## src/rtl/branch_scan_pkg.sv

```systemverilog
// Shared definitions for the loop-branch bracket scanner: instruction opcodes
// and scan FSM states.
package branch_scan_pkg;

  localparam int unsigned InstrW = 9;
  localparam int unsigned DepthW = 8;

  // Opcode lives in the top four instruction bits; the low five are an immediate.
  typedef enum logic [3:0] {
    OpNop   = 4'd0,
    OpInc   = 4'd1,
    OpDec   = 4'd2,
    OpRight = 4'd3,
    OpLeft  = 4'd4,
    OpOut   = 4'd5,
    OpIn    = 4'd6,
    OpBf    = 4'd7,
    OpBb    = 4'd8
  } op_code;

  typedef enum logic [1:0] {
    StIdle = 2'd0,
    StScan = 2'd1,
    StDone = 2'd2
  } scan_state_t;

  function automatic op_code decode_op(input logic [InstrW-1:0] instr);
    return op_code'(instr[InstrW-1:InstrW-4]);
  endfunction

  function automatic logic [InstrW-1:0] encode_op(input op_code op);
    return {op, 5'd0};
  endfunction

endpackage

```

## src/rtl/branch_scan.sv

```systemverilog
// Walks instruction memory from a taken loop bracket to its matching partner,
// reporting target PC and jump distance while stalling fetch.
module branch_scan
  import branch_scan_pkg::*;
#(
  parameter int unsigned PC_W   = 10,
  parameter int unsigned DIST_W = 8
) (
  input  logic                clk,
  input  logic                rst_n,
  input  logic                start_i,
  input  logic                dir_i,
  input  logic [PC_W-1:0]     start_pc_i,
  output logic [PC_W-1:0]     imem_addr_o,
  input  logic [InstrW-1:0]   imem_data_i,
  output logic                busy_o,
  output logic                done_o,
  output logic                err_o,
  output logic [PC_W-1:0]     target_pc_o,
  output logic [DIST_W-1:0]   distance_o
);

  localparam logic [PC_W-1:0]   PcOne    = 1;
  localparam logic [PC_W-1:0]   LastAddr = '1;
  localparam logic [DIST_W-1:0] DistOne  = 1;
  localparam logic [DIST_W-1:0] DistMax  = '1;
  localparam logic [DepthW-1:0] DepthOne = 1;
  localparam logic [DepthW-1:0] DepthMax = '1;

  scan_state_t       state_q, state_d;
  logic [PC_W-1:0]   addr_q, addr_d;
  logic [DIST_W-1:0] dist_q, dist_d;
  logic [DepthW-1:0] depth_q, depth_d;
  logic              dir_q, dir_d;
  logic              err_q, err_d;
  logic [PC_W-1:0]   target_q, target_d;
  logic [DIST_W-1:0] distance_q, distance_d;

  op_code op;
  logic   is_open, is_close, at_edge, start_at_edge;

  always_comb begin
    op       = decode_op(imem_data_i);
    // Backward scans seek the open bracket, so bracket roles swap.
    is_open  = dir_q ? (op == OpBb) : (op == OpBf);
    is_close = dir_q ? (op == OpBf) : (op == OpBb);
    at_edge  = dir_q ? (addr_q == '0) : (addr_q == LastAddr);
    start_at_edge = dir_i ? (start_pc_i == '0) : (start_pc_i == LastAddr);
  end

  always_comb begin
    state_d    = state_q;
    addr_d     = addr_q;
    dist_d     = dist_q;
    depth_d    = depth_q;
    dir_d      = dir_q;
    err_d      = err_q;
    target_d   = target_q;
    distance_d = distance_q;

    unique case (state_q)
      StIdle: begin
        if (start_i) begin
          dir_d      = dir_i;
          depth_d    = DepthOne;
          dist_d     = DistOne;
          err_d      = 1'b0;
          target_d   = '0;
          distance_d = '0;
          if (start_at_edge) begin
            err_d    = 1'b1;
            target_d = start_pc_i;
            state_d  = StDone;
          end else begin
            addr_d  = dir_i ? (start_pc_i - PcOne) : (start_pc_i + PcOne);
            state_d = StScan;
          end
        end
      end
      StScan: begin
        if (is_close && depth_q == DepthOne) begin
          // A match on the boundary address still counts as a match.
          err_d      = 1'b0;
          target_d   = addr_q;
          distance_d = dist_q;
          state_d    = StDone;
        end else if (at_edge || dist_q == DistMax || (is_open && depth_q == DepthMax)) begin
          err_d      = 1'b1;
          target_d   = addr_q;
          distance_d = dist_q;
          state_d    = StDone;
        end else begin
          if (is_open) begin
            depth_d = depth_q + DepthOne;
          end else if (is_close) begin
            depth_d = depth_q - DepthOne;
          end
          addr_d = dir_q ? (addr_q - PcOne) : (addr_q + PcOne);
          dist_d = dist_q + DistOne;
        end
      end
      StDone: begin
        state_d = StIdle;
      end
      default: begin
        state_d = StIdle;
      end
    endcase
  end

  always_ff @(posedge clk or negedge rst_n) begin
    if (!rst_n) begin
      state_q    <= StIdle;
      addr_q     <= '0;
      dist_q     <= '0;
      depth_q    <= '0;
      dir_q      <= 1'b0;
      err_q      <= 1'b0;
      target_q   <= '0;
      distance_q <= '0;
    end else begin
      state_q    <= state_d;
      addr_q     <= addr_d;
      dist_q     <= dist_d;
      depth_q    <= depth_d;
      dir_q      <= dir_d;
      err_q      <= err_d;
      target_q   <= target_d;
      distance_q <= distance_d;
    end
  end

  assign imem_addr_o = (state_q == StIdle) ? start_pc_i : addr_q;
  assign busy_o      = (state_q == StScan);
  assign done_o      = (state_q == StDone);
  assign err_o       = err_q;
  assign target_pc_o = target_q;
  assign distance_o  = distance_q;

endmodule
```

## config.mk

```make
export PLATFORM = sky130hd
export DESIGN_NAME = branch_scan
export DESIGN_NICKNAME = d
export VERILOG_FILES = /design/src/rtl/branch_scan_pkg.sv /design/src/rtl/branch_scan.sv
export SDC_FILE = /design/constraint.sdc
export NUM_CORES = 1
export LEC_CHECK = 0
export BUFFER_PORTS_ARGS = -buffer_cell sky130_fd_sc_hd__buf_4
export CORE_MARGIN = 2
export CORE_UTILIZATION = 35
export CTS_CLUSTER_SIZE = 30
export DETAILED_ROUTE_END_ITERATION = 10
export PLACE_DENSITY_LB_ADDON = 0.2
export SETUP_SLACK_MARGIN = 0.4
export SYNTH_ARGS = -nofsm -noshare
export SYNTH_HDL_FRONTEND = slang
export SYNTH_SLANG_ARGS = --single-unit
```

## constraint.sdc

```tcl
create_clock -name clk -period 3 [get_ports clk]
set_clock_uncertainty 0.1 [all_clocks]
set_input_delay 0.45 -clock clk [delete_from_list [all_inputs] [get_ports clk]]
set_output_delay 0.45 -clock clk [all_outputs]
set_load 0.02 [all_outputs]
```

==> out/summary.txt, run 1 <==
fin crit period -> 2.48 ns
All-Layer GR Usage -> 0.166
number of synthesized register bits -> 48
DRC marker count from the first detailed-route iteration -> 175
top cell type's share of synthesized area -> 0.337
ys flop type -> dfrtp_1
end point of the critical path -> dist_q[5]
status -> completed
non-filler cells, final -> 559
routed vias/inst -> 5.65
CTS max path bufs -> 2
clk slew on worst S/H paths -> 0.11 ns
pin count of the biggest net entering global routing -> 49
CP Max Fanout -> 36
DP Wirelength -> 6480 microns
adder-cell share of the synthesized area -> 0.0814
Hold Path Class -> input pin to asynchronous set/reset pin
post-route ant nets -> 0
first-pass GRT wire length -> 15100 microns
multi-input combinational cell area -> 2180 sq um
Final Cycle Share -> 0.827
DIE AREA -> 11000 sq um
core area -> 9820 sq um
kind of critical path -> flop to flop
Initial Utilization -> 0.363
Final Power -> 0.00525 W
achievable frequency -> 403 MHz
Worst-Margin Slew -> 0.644 ns
PD cells -> 1260 nW/um^2
Cell Area, Placed -> 4030 sq um
commonest non-fill, non-tap cell in the layout -> buf_4
leakage power -> 1.70 nW
sequential cell area -> 1200 sq um
vias in the first global route -> 2998
fraction of registers with async set/reset -> 1.00
diode count -> 0
total wire length -> 9000 microns
Max-slew headroom -> 0.571
num rows -> 36
io pins -> 54
CTS tree -> done
cell count after synthesis -> 381
CTS Buf Count -> 5
fillers -> 1011
CP Data Arrival Time -> 2.63 ns
routability congestion estimate -> 0.910
Port Buffer Count -> 48
setup bufs post-CTS -> 0
RR Startpoint -> dir_q
Avg Cell Area, Syn -> 9.36 sq um
H-tree depth -> 2
Synth area leaders -> dfrtp_1 (34%), ha_1 (7.0%), nand2_1 (3.8%), mux2_2 (3.8%), o31ai_1 (3.4%)
Final Hold Viols -> 0
RSZ-0062 raised after global routing -> no
RR Endpoint -> dist_q[5]
library cells used by synthesis -> 70
worst reg2reg setup slack -> 0.52 ns
area growth from synthesis to layout -> 17.0%
gr ovfl total -> 0
residual DRC count -> 0
layout cells sized above 1 -> 0.235
# hold bufs at CTS -> 0
drt first pass iters -> 4
post-synthesis mux area share -> 0.0537
initial antenna violation count -> 0
clock latency at the later pin of the worst-skew pair -> 0.31 ns
largest family of logic cells by synthesized area -> compound AO/OA/AOI/OAI gates
max-slew violation count -> 0
DR vias -> 3157
CP Capture Type -> flop
VDD IR max -> 0.480 mV
Worst path slowest cell -> dfrtp_2
Syn Std Cell Area -> 3570 sq um
type of origin of the critical path -> flop
Worst path depth -> 6
Synth Area in Compound Gates -> 0.237
placed cell count -> 551
setup_tns -> 0 ns
Seq/Total Area, Yosys -> 0.337
crit-path max cell delay -> 0.58 ns
max cap viols -> 0
worst setup path start -> dir_q
CP Cell Sequence -> mux2_2 -> a41oi_2 -> nand3_2 -> buf_12 -> or4_1 -> a21oi_1
chip width -> 105 microns
Post-synth EDFFs -> 0
drt wl/cell -> 16.1 microns
cell family with the largest share of critical-path delay -> simple AND/OR/NAND/NOR gates
most frequent cells in the layout -> buf_4 (56), dfrtp_1 (46), nand2_1 (35), a21oi_1 (21)
Post-Synth Simple-Gate Area -> 0.200
yosys warns -> 0
R2R depth -> 6
Synthesized Nets -> 426
Crit path required time -> 3.15 ns
Final setup viols -> 0
Yosys top cell by area -> dfrtp_1
Final Cell Area -> 4170 sq um
Die Height -> 105 microns
Root Buffer -> clkbuf_8
fin nets -> 470
xor/xnor share of the synthesized area -> 0.0393
clk sinks -> 48
Buf/Inv on CP -> 1
report_power, final:
| group | leakage, nW | internal (W) | switching [W] |
|---|---|---|---|
| combinational | 1.06 | 0.00153 | 0.00177 |
| sequential | 0.575 | 0.000955 | 0.000415 |
| clock | 0.0687 | 0.000336 | 0.000249 |
per-layer routing:
layer,GRT usage,wire (microns)
met5,0,0
met3,0.0225,324
met2,0.270,4200
met1,0.234,4380
met4,0.0371,99
sequential cells by signal, indices dropped and copies added (netlist names):
name	cells
addr_q	10
target_pc_o	10
depth_q	8
dist_q	8
distance_o	8
state_q	2
dir_q	1
err_o	1
worst min-delay path by stage:
stage / from / to / slack [ns] / depth (start not counted)
floorplan: rst_n / addr_q[0] / 0.05 / 0
finish: rst_n / dist_q[7] / 0.05 / 1
global route: rst_n / depth_q[5] / 0.11 / 1
detailed placement: err_o / err_o / 0.41 / 1
CTS: rst_n / depth_q[6] / 0.09 / 1
global placement: err_o / err_o / 0.41 / 1
stage by stage:
step	hold WS (ns)	util	setup WS, ns
finish	0.0531	0.425	0.519
global route	0.112	0.425	0.413
CTS	0.0862	0.425	0.441
detailed placement	0.407	0.410	0.303
global placement	0.407	0.410	0.378
floorplan	0.0544	-	0.663
Yosys cell counts (3+ instances only):
| cell type | n |
|---|---|
| mux2_2 | 12 |
| a21o_1 | 4 |
| a21oi_1 | 21 |
| and3_1 | 3 |
| ha_1 | 20 |
| nand2_1 | 36 |
| o221a_1 | 9 |
| xor2_1 | 5 |
| a31oi_1 | 3 |
| o21ai_1 | 11 |
| nand3_1 | 20 |
| buf_1 | 3 |
| nand4_1 | 3 |
| nor4b_1 | 3 |
| o21ai_0 | 12 |
| buf_4 | 3 |
| buf_6 | 6 |
| xnor2_1 | 11 |
| or3_1 | 4 |
| mux2i_1 | 3 |
| o211ai_1 | 12 |
| a2bb2oi_1 | 3 |
| or4_1 | 4 |
| dfrtp_1 | 48 |
| nor3_1 | 11 |
| nand2b_1 | 3 |
| o31ai_1 | 16 |
| nor4_1 | 4 |
| o21bai_1 | 3 |
| clkbuf_1 | 6 |
| a211oi_1 | 6 |
| nor2_1 | 17 |
| inv_1 | 8 |
area by class of cell:
type | count | area share
multi-input combinational | 303 | 0.524
sequential | 48 | 0.288
timing repair buffer | 57 | 0.106
tap | 133 | 0.0399
clock buffer | 5 | 0.0165
clock inverter | 3 | 0.0165
inverter | 10 | 0.00960
kinds of logic (layout without fill, tap and decap cells):
| kind of cell | Yosys count | count (layout) |
|---|---|---|
| AND/OR/NAND/NOR | 130 | 130 |
| AO/OA/AOI/OAI | 118 | 118 |
| flip-flops | 48 | 48 |
| buffers and inverters | 30 | 75 |
| adder cells (fa/ha/maj) | 22 | 22 |
| multiplexers | 17 | 17 |
| XOR/XNOR | 16 | 16 |
worst reg2reg max path, cell delays in order (launching register included):
cell and delay (ns):
dfrtp_2 0.58, mux2_2 0.40, a41oi_2 0.26, nand3_2 0.21, buf_12 0.23, or4_1 0.48
a21oi_1 0.15
timing repair:
action | 4_1_cts | 5_1_grt
setup endpoints to repair | 3 | 12
gates resized for setup | 1 | 3
endpoints found under the hold margin | 0 | 0
(Power assumes the default switching activity.)
==> run 2: changes to the inputs <==
==> constraint.sdc (replaced) <==
create_clock -name clk -period 2.45 [get_ports clk]
set_clock_uncertainty 0.1 [all_clocks]
set_input_delay 0.3675 -clock clk [delete_from_list [all_inputs] [get_ports clk]]
set_output_delay 0.3675 -clock clk [all_outputs]
set_load 0.02 [all_outputs]
==> run 2 against run 1 <==
Against the previous run: flip-flop and latch count unchanged; die area stayed put; clock-buffer cell count is 1 higher; register-to-register slack worse by 0.40 ns; via count is 6.7% higher; clock power up 6.5%; cell area is 17% higher; final cell count rose by 6.8%; critical path depth rose by 1; critical path type unchanged.
==> out/summary.txt, run 2 (synthesis results as in run 1) <==
DP Wirelength -> 6770 microns (was 6480 microns)
status -> completed (unchanged)
DRC marker count from the first detailed-route iteration -> 135 (was 175)
clock latency at the later pin of the worst-skew pair -> 0.32 ns (was 0.31 ns)
type of origin of the critical path -> flop (unchanged)
max cap viols -> 0 (unchanged)
VDD IR max -> 0.492 mV (was 0.480 mV)
diode count -> 0 (unchanged)
initial antenna violation count -> 0 (unchanged)
first-pass GRT wire length -> 16900 microns (was 15100 microns)
CP Data Arrival Time -> 2.44 ns (was 2.63 ns)
drt wl/cell -> 17.3 microns (was 16.1 microns)
Crit path required time -> 2.56 ns (was 3.15 ns)
pin count of the biggest net entering global routing -> 49 (unchanged)
PD cells -> 1610 nW/um^2 (was 1260 nW/um^2)
DR vias -> 3370 (was 3157)
Final Cycle Share -> 0.952 (was 0.827)
CTS max path bufs -> 2 (unchanged)
fin nets -> 508 (was 470)
residual DRC count -> 0 (unchanged)
commonest non-fill, non-tap cell in the layout -> buf_4 (unchanged)
Final Hold Viols -> 0 (unchanged)
Hold Path Class -> input pin to flop (was input pin to asynchronous set/reset pin)
total wire length -> 10300 microns (was 9000 microns)
CP Capture Type -> flop (unchanged)
Root Buffer -> clkbuf_8 (unchanged)
DIE AREA -> 11000 sq um (unchanged)
CP Cell Sequence -> or4_4 -> o41ai_4 -> nand3_4 -> nand4_4 -> buf_6 -> inv_4 -> mux2_4 (was mux2_2 -> a41oi_2 -> nand3_2 -> buf_12 -> or4_1 -> a21oi_1)
post-route ant nets -> 0 (unchanged)
Worst path slowest cell -> or4_4 (was dfrtp_2)
most frequent cells in the layout -> buf_4 (77), dfrtp_1 (46), nand2_1 (31), nand3_1 (20), ha_1 (17) (was buf_4 (56), dfrtp_1 (46), nand2_1 (35), a21oi_1 (21))
clk slew on worst S/H paths -> 0.10 ns (was 0.11 ns)
Die Height -> 105 microns (unchanged)
drt first pass iters -> 4 (unchanged)
num rows -> 36 (unchanged)
chip width -> 105 microns (unchanged)
Final Cell Area -> 4880 sq um (was 4170 sq um)
fin crit period -> 2.33 ns (was 2.48 ns)
Cell Area, Placed -> 4170 sq um (was 4030 sq um)
Final Power -> 0.00787 W (was 0.00525 W)
Max-slew headroom -> 0.563 (was 0.571)
Initial Utilization -> 0.363 (unchanged)
crit-path max cell delay -> 0.58 ns (about the same)
All-Layer GR Usage -> 0.188 (was 0.166)
routability congestion estimate -> 0.895 (was 0.910)
Worst-Margin Slew -> 0.655 ns (was 0.644 ns)
core area -> 9820 sq um (unchanged)
max-slew violation count -> 0 (unchanged)
achievable frequency -> 429 MHz (was 403 MHz)
non-filler cells, final -> 597 (was 559)
CP Max Fanout -> 6 (was 36)
io pins -> 54 (unchanged)
CTS tree -> done (unchanged)
leakage power -> 1.98 nW (was 1.70 nW)
clk sinks -> 48 (unchanged)
Hold WS -> 0.249 ns (was 0.0531 ns)
area growth from synthesis to layout -> 36.8% (was 17.0%)
gr ovfl total -> 0 (unchanged)
Final setup viols -> 0 (unchanged)
vias in the first global route -> 3326 (was 2998)
routed vias/inst -> 5.64 (was 5.65)
H-tree depth -> 2 (unchanged)
CTS Buf Count -> 5 (unchanged)
kind of critical path -> flop to flop (unchanged)
Port Buffer Count -> 48 (unchanged)
placed cell count -> 566 (was 551)
RSZ-0062 raised after global routing -> yes (was no)
setup_tns -> 0 ns (unchanged)
layout cells sized above 1 -> 0.384 (was 0.235)
## run 2: worst paths after layout
| path | start | to | slack (ns) | depth (start not counted) |
|---|---|---|---|---|
| setup / recovery | depth_q[5] | addr_q[9] | 0.12 | 7 |
| hold / removal | start_i | state_q[1] | 0.25 | 3 |
| setup reg to reg | depth_q[5] | addr_q[9] | 0.12 | 7 |
| hold reg to reg | dist_q[0] | dist_q[0] | 0.42 | 1 |
| max in group asynchronous | rst_n | depth_q[2] | 1.25 | 2 |
| min in group asynchronous | rst_n | addr_q[0] | 0.51 | 2 |
## run 2: what timing repair did
item	in CTS	in global routing
gates cloned	2	2
setup buffers	14	4
pin swaps	7	12
setup endpoints to repair	56	57
resized for setup	41	32
hold buffers	1	0
endpoints found under the hold margin	20	0
## run 2: where the power goes
part	internal (W)	switching (W)	leakage (nW)
logic	0.00277	0.00283	1.34
clock network	0.000334	0.000289	0.0614
registers	0.00117	0.000477	0.575
## run 2: final cells by class
class	instances	area (sq um)
Clock buffer	6	82.6
Fill cell	970	4940
Inverter	10	42.5
Sequential cell	48	1200
Clock inverter	2	38.8
Multi-Input combinational cell	304	2500
Timing Repair Buffer	94	842
Tap cell	133	166
## run 2: stage by stage
step / setup WS (ns) / util
floorplan: 0.296 / -
global placement: 0.0970 / 0.425
detailed placement: 0.0764 / 0.425
CTS: 0.163 / 0.475
global route: 0.0484 / 0.497
finish: 0.117 / 0.497
## run 2: routing by layer
layer | global-route usage | vias up | wire (microns)
li1 | - | 1629 | -
met3 | 0.0312 | 19 | 482
met2 | 0.308 | 87 | 4970
met4 | 0.0581 | 0 | 196
met5 | 0 | - | 0
met1 | 0.254 | 1635 | 4700
## run 2: critical path: cells and delay by family, from the launching register on
| kind | cells | cell delay [ns] |
|---|---|---|
| AO/OA/AOI/OAI | 1 | 0.30 |
| AND/OR/NAND/NOR | 3 | 0.93 |
| buffers and inverters | 2 | 0.18 |
| multiplexers | 1 | 0.29 |
| flip-flops | 1 | 0.42 |
==> run 3: changes to the inputs <==
==> constraint.sdc (replaced) <==
create_clock -name clk -period 2.59 [get_ports clk]
set_clock_uncertainty 0.1 [all_clocks]
set_input_delay 0.3885 -clock clk [delete_from_list [all_inputs] [get_ports clk]]
set_output_delay 0.3885 -clock clk [all_outputs]
set_load 0.02 [all_outputs]
==> run 3 against run 2 <==
Against the previous run: die area stayed put; critical path type unchanged; hold slack worse by 0.25 ns; the flow now finishes with violations (negative hold slack); register-to-register slack better by 0.15 ns; wire length is 3.9% higher; sequential power is 7% lower; utilization is 0.33 points higher; total power is 7.2% lower; critical path depth is 1 higher; maximum frequency is 0.49% higher.
==> out/summary.txt, run 3 (synthesis results as in run 1) <==
CP Data Arrival Time -> 2.43 ns (was 2.44 ns)
post-route setup slack -> 0.268 ns (was 0.117 ns)
drt wl/cell -> 17.7 microns (was 17.3 microns)
failing checks -> negative hold slack
CTS max path bufs -> 2 (unchanged)
io pins -> 54 (unchanged)
worst setup path start -> dir_q (was depth_q[5])
Port Buffer Count -> 48 (unchanged)
achievable frequency -> 431 MHz (was 429 MHz)
CP Max Fanout -> 6 (unchanged)
routability congestion estimate -> 0.840 (was 0.895)
pin count of the biggest net entering global routing -> 49 (unchanged)
VDD IR max -> 0.617 mV (was 0.492 mV)
wire length on met1 -> 4870 microns (was 4700 microns)
PD cells -> 1490 nW/um^2 (was 1610 nW/um^2)
cell family with the largest share of critical-path delay -> simple AND/OR/NAND/NOR gates (unchanged)
status -> complete, but fails checks (was completed)
setup_tns -> 0 ns (unchanged)
core area -> 9820 sq um (unchanged)
Max-slew headroom -> 0.514 (was 0.563)
R2R depth -> 8 (was 7)
placed cell count -> 559 (was 566)
fin crit period -> 2.32 ns (was 2.33 ns)
initial antenna violation count -> 0 (unchanged)
RSZ-0062 raised after global routing -> yes (unchanged)
max cap viols -> 0 (unchanged)
Hold Path Class -> input pin to asynchronous set/reset pin (was input pin to flop)
routed vias/inst -> 5.60 (was 5.64)
DP Wirelength -> 6580 microns (was 6770 microns)
gr ovfl total -> 0 (unchanged)
top layer in use -> met4 (unchanged)
kind of critical path -> flop to flop (unchanged)
clk sinks -> 48 (unchanged)
fillers -> 945 (was 970)
total wire length -> 10800 microns (was 10300 microns)
most frequent cells in the layout -> buf_4 (76), dfrtp_1 (45), nand2_1 (33), buf_6 (20), ha_1 (19) (was buf_4 (77), dfrtp_1 (46), nand2_1 (31), nand3_1 (20), ha_1 (17))
DRC marker count from the first detailed-route iteration -> 179 (was 135)
worst reg2reg setup slack -> 0.27 ns (was 0.12 ns)
residual DRC count -> 0 (unchanged)
commonest non-fill, non-tap cell in the layout -> buf_4 (unchanged)
All-Layer GR Usage -> 0.189 (was 0.188)
Initial Utilization -> 0.363 (unchanged)
vias in the first global route -> 3269 (was 3326)
Hold WS -> -0.00596 ns (was 0.249 ns)
RR Startpoint -> dir_q (was depth_q[5])
diode count -> 0 (unchanged)
fin nets -> 517 (was 508)
Crit path required time -> 2.70 ns (was 2.56 ns)
chip width -> 105 microns (unchanged)
RR Endpoint -> target_pc_o[9] (was addr_q[9])
H-tree depth -> 2 (unchanged)
CP Capture Type -> flop (unchanged)
DR vias -> 3393 (was 3370)
clock latency at the later pin of the worst-skew pair -> 0.32 ns (about the same)
Cell Area, Placed -> 4090 sq um (was 4170 sq um)
DIE AREA -> 11000 sq um (unchanged)
num rows -> 36 (unchanged)
area growth from synthesis to layout -> 37.7% (was 36.8%)
CP Cell Sequence -> buf_6 -> or3b_1 -> o22a_2 -> nand3_4 -> nand4_4 -> buf_12 -> o21ba_4 -> o221a_1 (was or4_4 -> o41ai_4 -> nand3_4 -> nand4_4 -> buf_6 -> inv_4 -> mux2_4)
Worst path depth -> 8 (was 7)
WL met2 -> 5220 microns (was 4970 microns)
clk slew on worst S/H paths -> 0.09 ns (was 0.10 ns)
CTS Buf Count -> 5 (unchanged)
Final setup viols -> 0 (unchanged)
CTS tree -> done (unchanged)
Die Height -> 105 microns (unchanged)
pre-CTS setup slack -> 0.154 ns (was 0.0764 ns)
Met3 Wirelength -> 459 microns (was 482 microns)
crit-path max cell delay -> 0.44 ns (was 0.58 ns)
post-route ant nets -> 0 (unchanged)
Worst-Margin Slew -> 0.725 ns (was 0.655 ns)
max-slew violation count -> 0 (unchanged)
Final Cycle Share -> 0.896 (was 0.952)
drt first pass iters -> 4 (unchanged)
non-filler cells, final -> 606 (was 597)
end point of the critical path -> target_pc_o[9] (was addr_q[9])
Final Hold Viols -> 2 (was 0)
type of origin of the critical path -> flop (unchanged)
leakage power -> 2.04 nW (was 1.98 nW)
Root Buffer -> clkbuf_8 (unchanged)
Final Cell Area -> 4910 sq um (was 4880 sq um)
Buf/Inv on CP -> 2 (unchanged)
first-pass GRT wire length -> 16900 microns (about the same)
Worst path slowest cell -> dfrtp_2 (was or4_4)
layout cells sized above 1 -> 0.378 (was 0.384)
==> run 3: cell types whose count changed in the layout (fill, tap and decap cells not counted), sizes merged <==
cell,delta
nand2,+1
inv,+1
dlygate4sd3,-1
buf,+9
bufinv,-1
==> run 3: metal layers <==
layer | global-route usage | vias to the layer above
met5 | 0 | -
met4 | 0.0610 | 0
met3 | 0.0225 | 15
met2 | 0.312 | 83
met1 | 0.257 | 1645
li1 | - | 1650
==> run 3: worst reg2reg max path: cells and delay by family (launching register included) <==
family / cells / cell delay, ns
AOI/OAI and AO/OA: 3 / 0.68
buffers and inverters: 2 / 0.34
and+or+nand+nor: 3 / 0.67
DFF: 1 / 0.44
==> run 3: what timing repair did <==
item,CTS,global route
gates cloned,4,3
setup buffers,27,5
hold buffers,0,0
pin swaps,12,18
setup endpoints to repair,44,56
gates resized for setup,35,45
==> run 3: worst min path at each step <==
stage | startpoint | endpoint | depth (start not counted)
final | rst_n | addr_q[0] | 1
after global placement | rst_n | addr_q[2] | 1
after CTS | rst_n | addr_q[0] | 1
after global routing | rst_n | addr_q[0] | 1
after detailed placement | rst_n | addr_q[0] | 1
after floorplan | rst_n | addr_q[0] | 0
==> run 3: area by class of cell <==
cell class | instances | area, sq um | area share
multi-input cells | 305 | 2470 | 0.503
flip-flops and latches | 48 | 1200 | 0.245
repair buffers | 102 | 933 | 0.190
well taps | 133 | 166 | 0.0339
clock buffers | 6 | 82.6 | 0.0168
inverters | 10 | 40.0 | 0.00815
clock inverters | 2 | 13.8 | 0.00280
==> run 3: report_power, final <==
group	total (W)	internal, W	switching (W)
Sequential	0.00153	0.00111	0.000425
Clock	0.000501	0.000219	0.000281
Combinational	0.00526	0.00262	0.00264
==> run 3: metrics by stage <==
step | hold WS (ns) | power, W | utilization
global placement | 0.359 | 0.00542 | 0.417
CTS | 0.0223 | 0.00676 | 0.471
finish | -0.00596 | 0.00730 | 0.500
global route | 0.0370 | 0.00784 | 0.500
floorplan | -0.00709 | 0.00443 | -
detailed placement | 0.366 | 0.00548 | 0.417
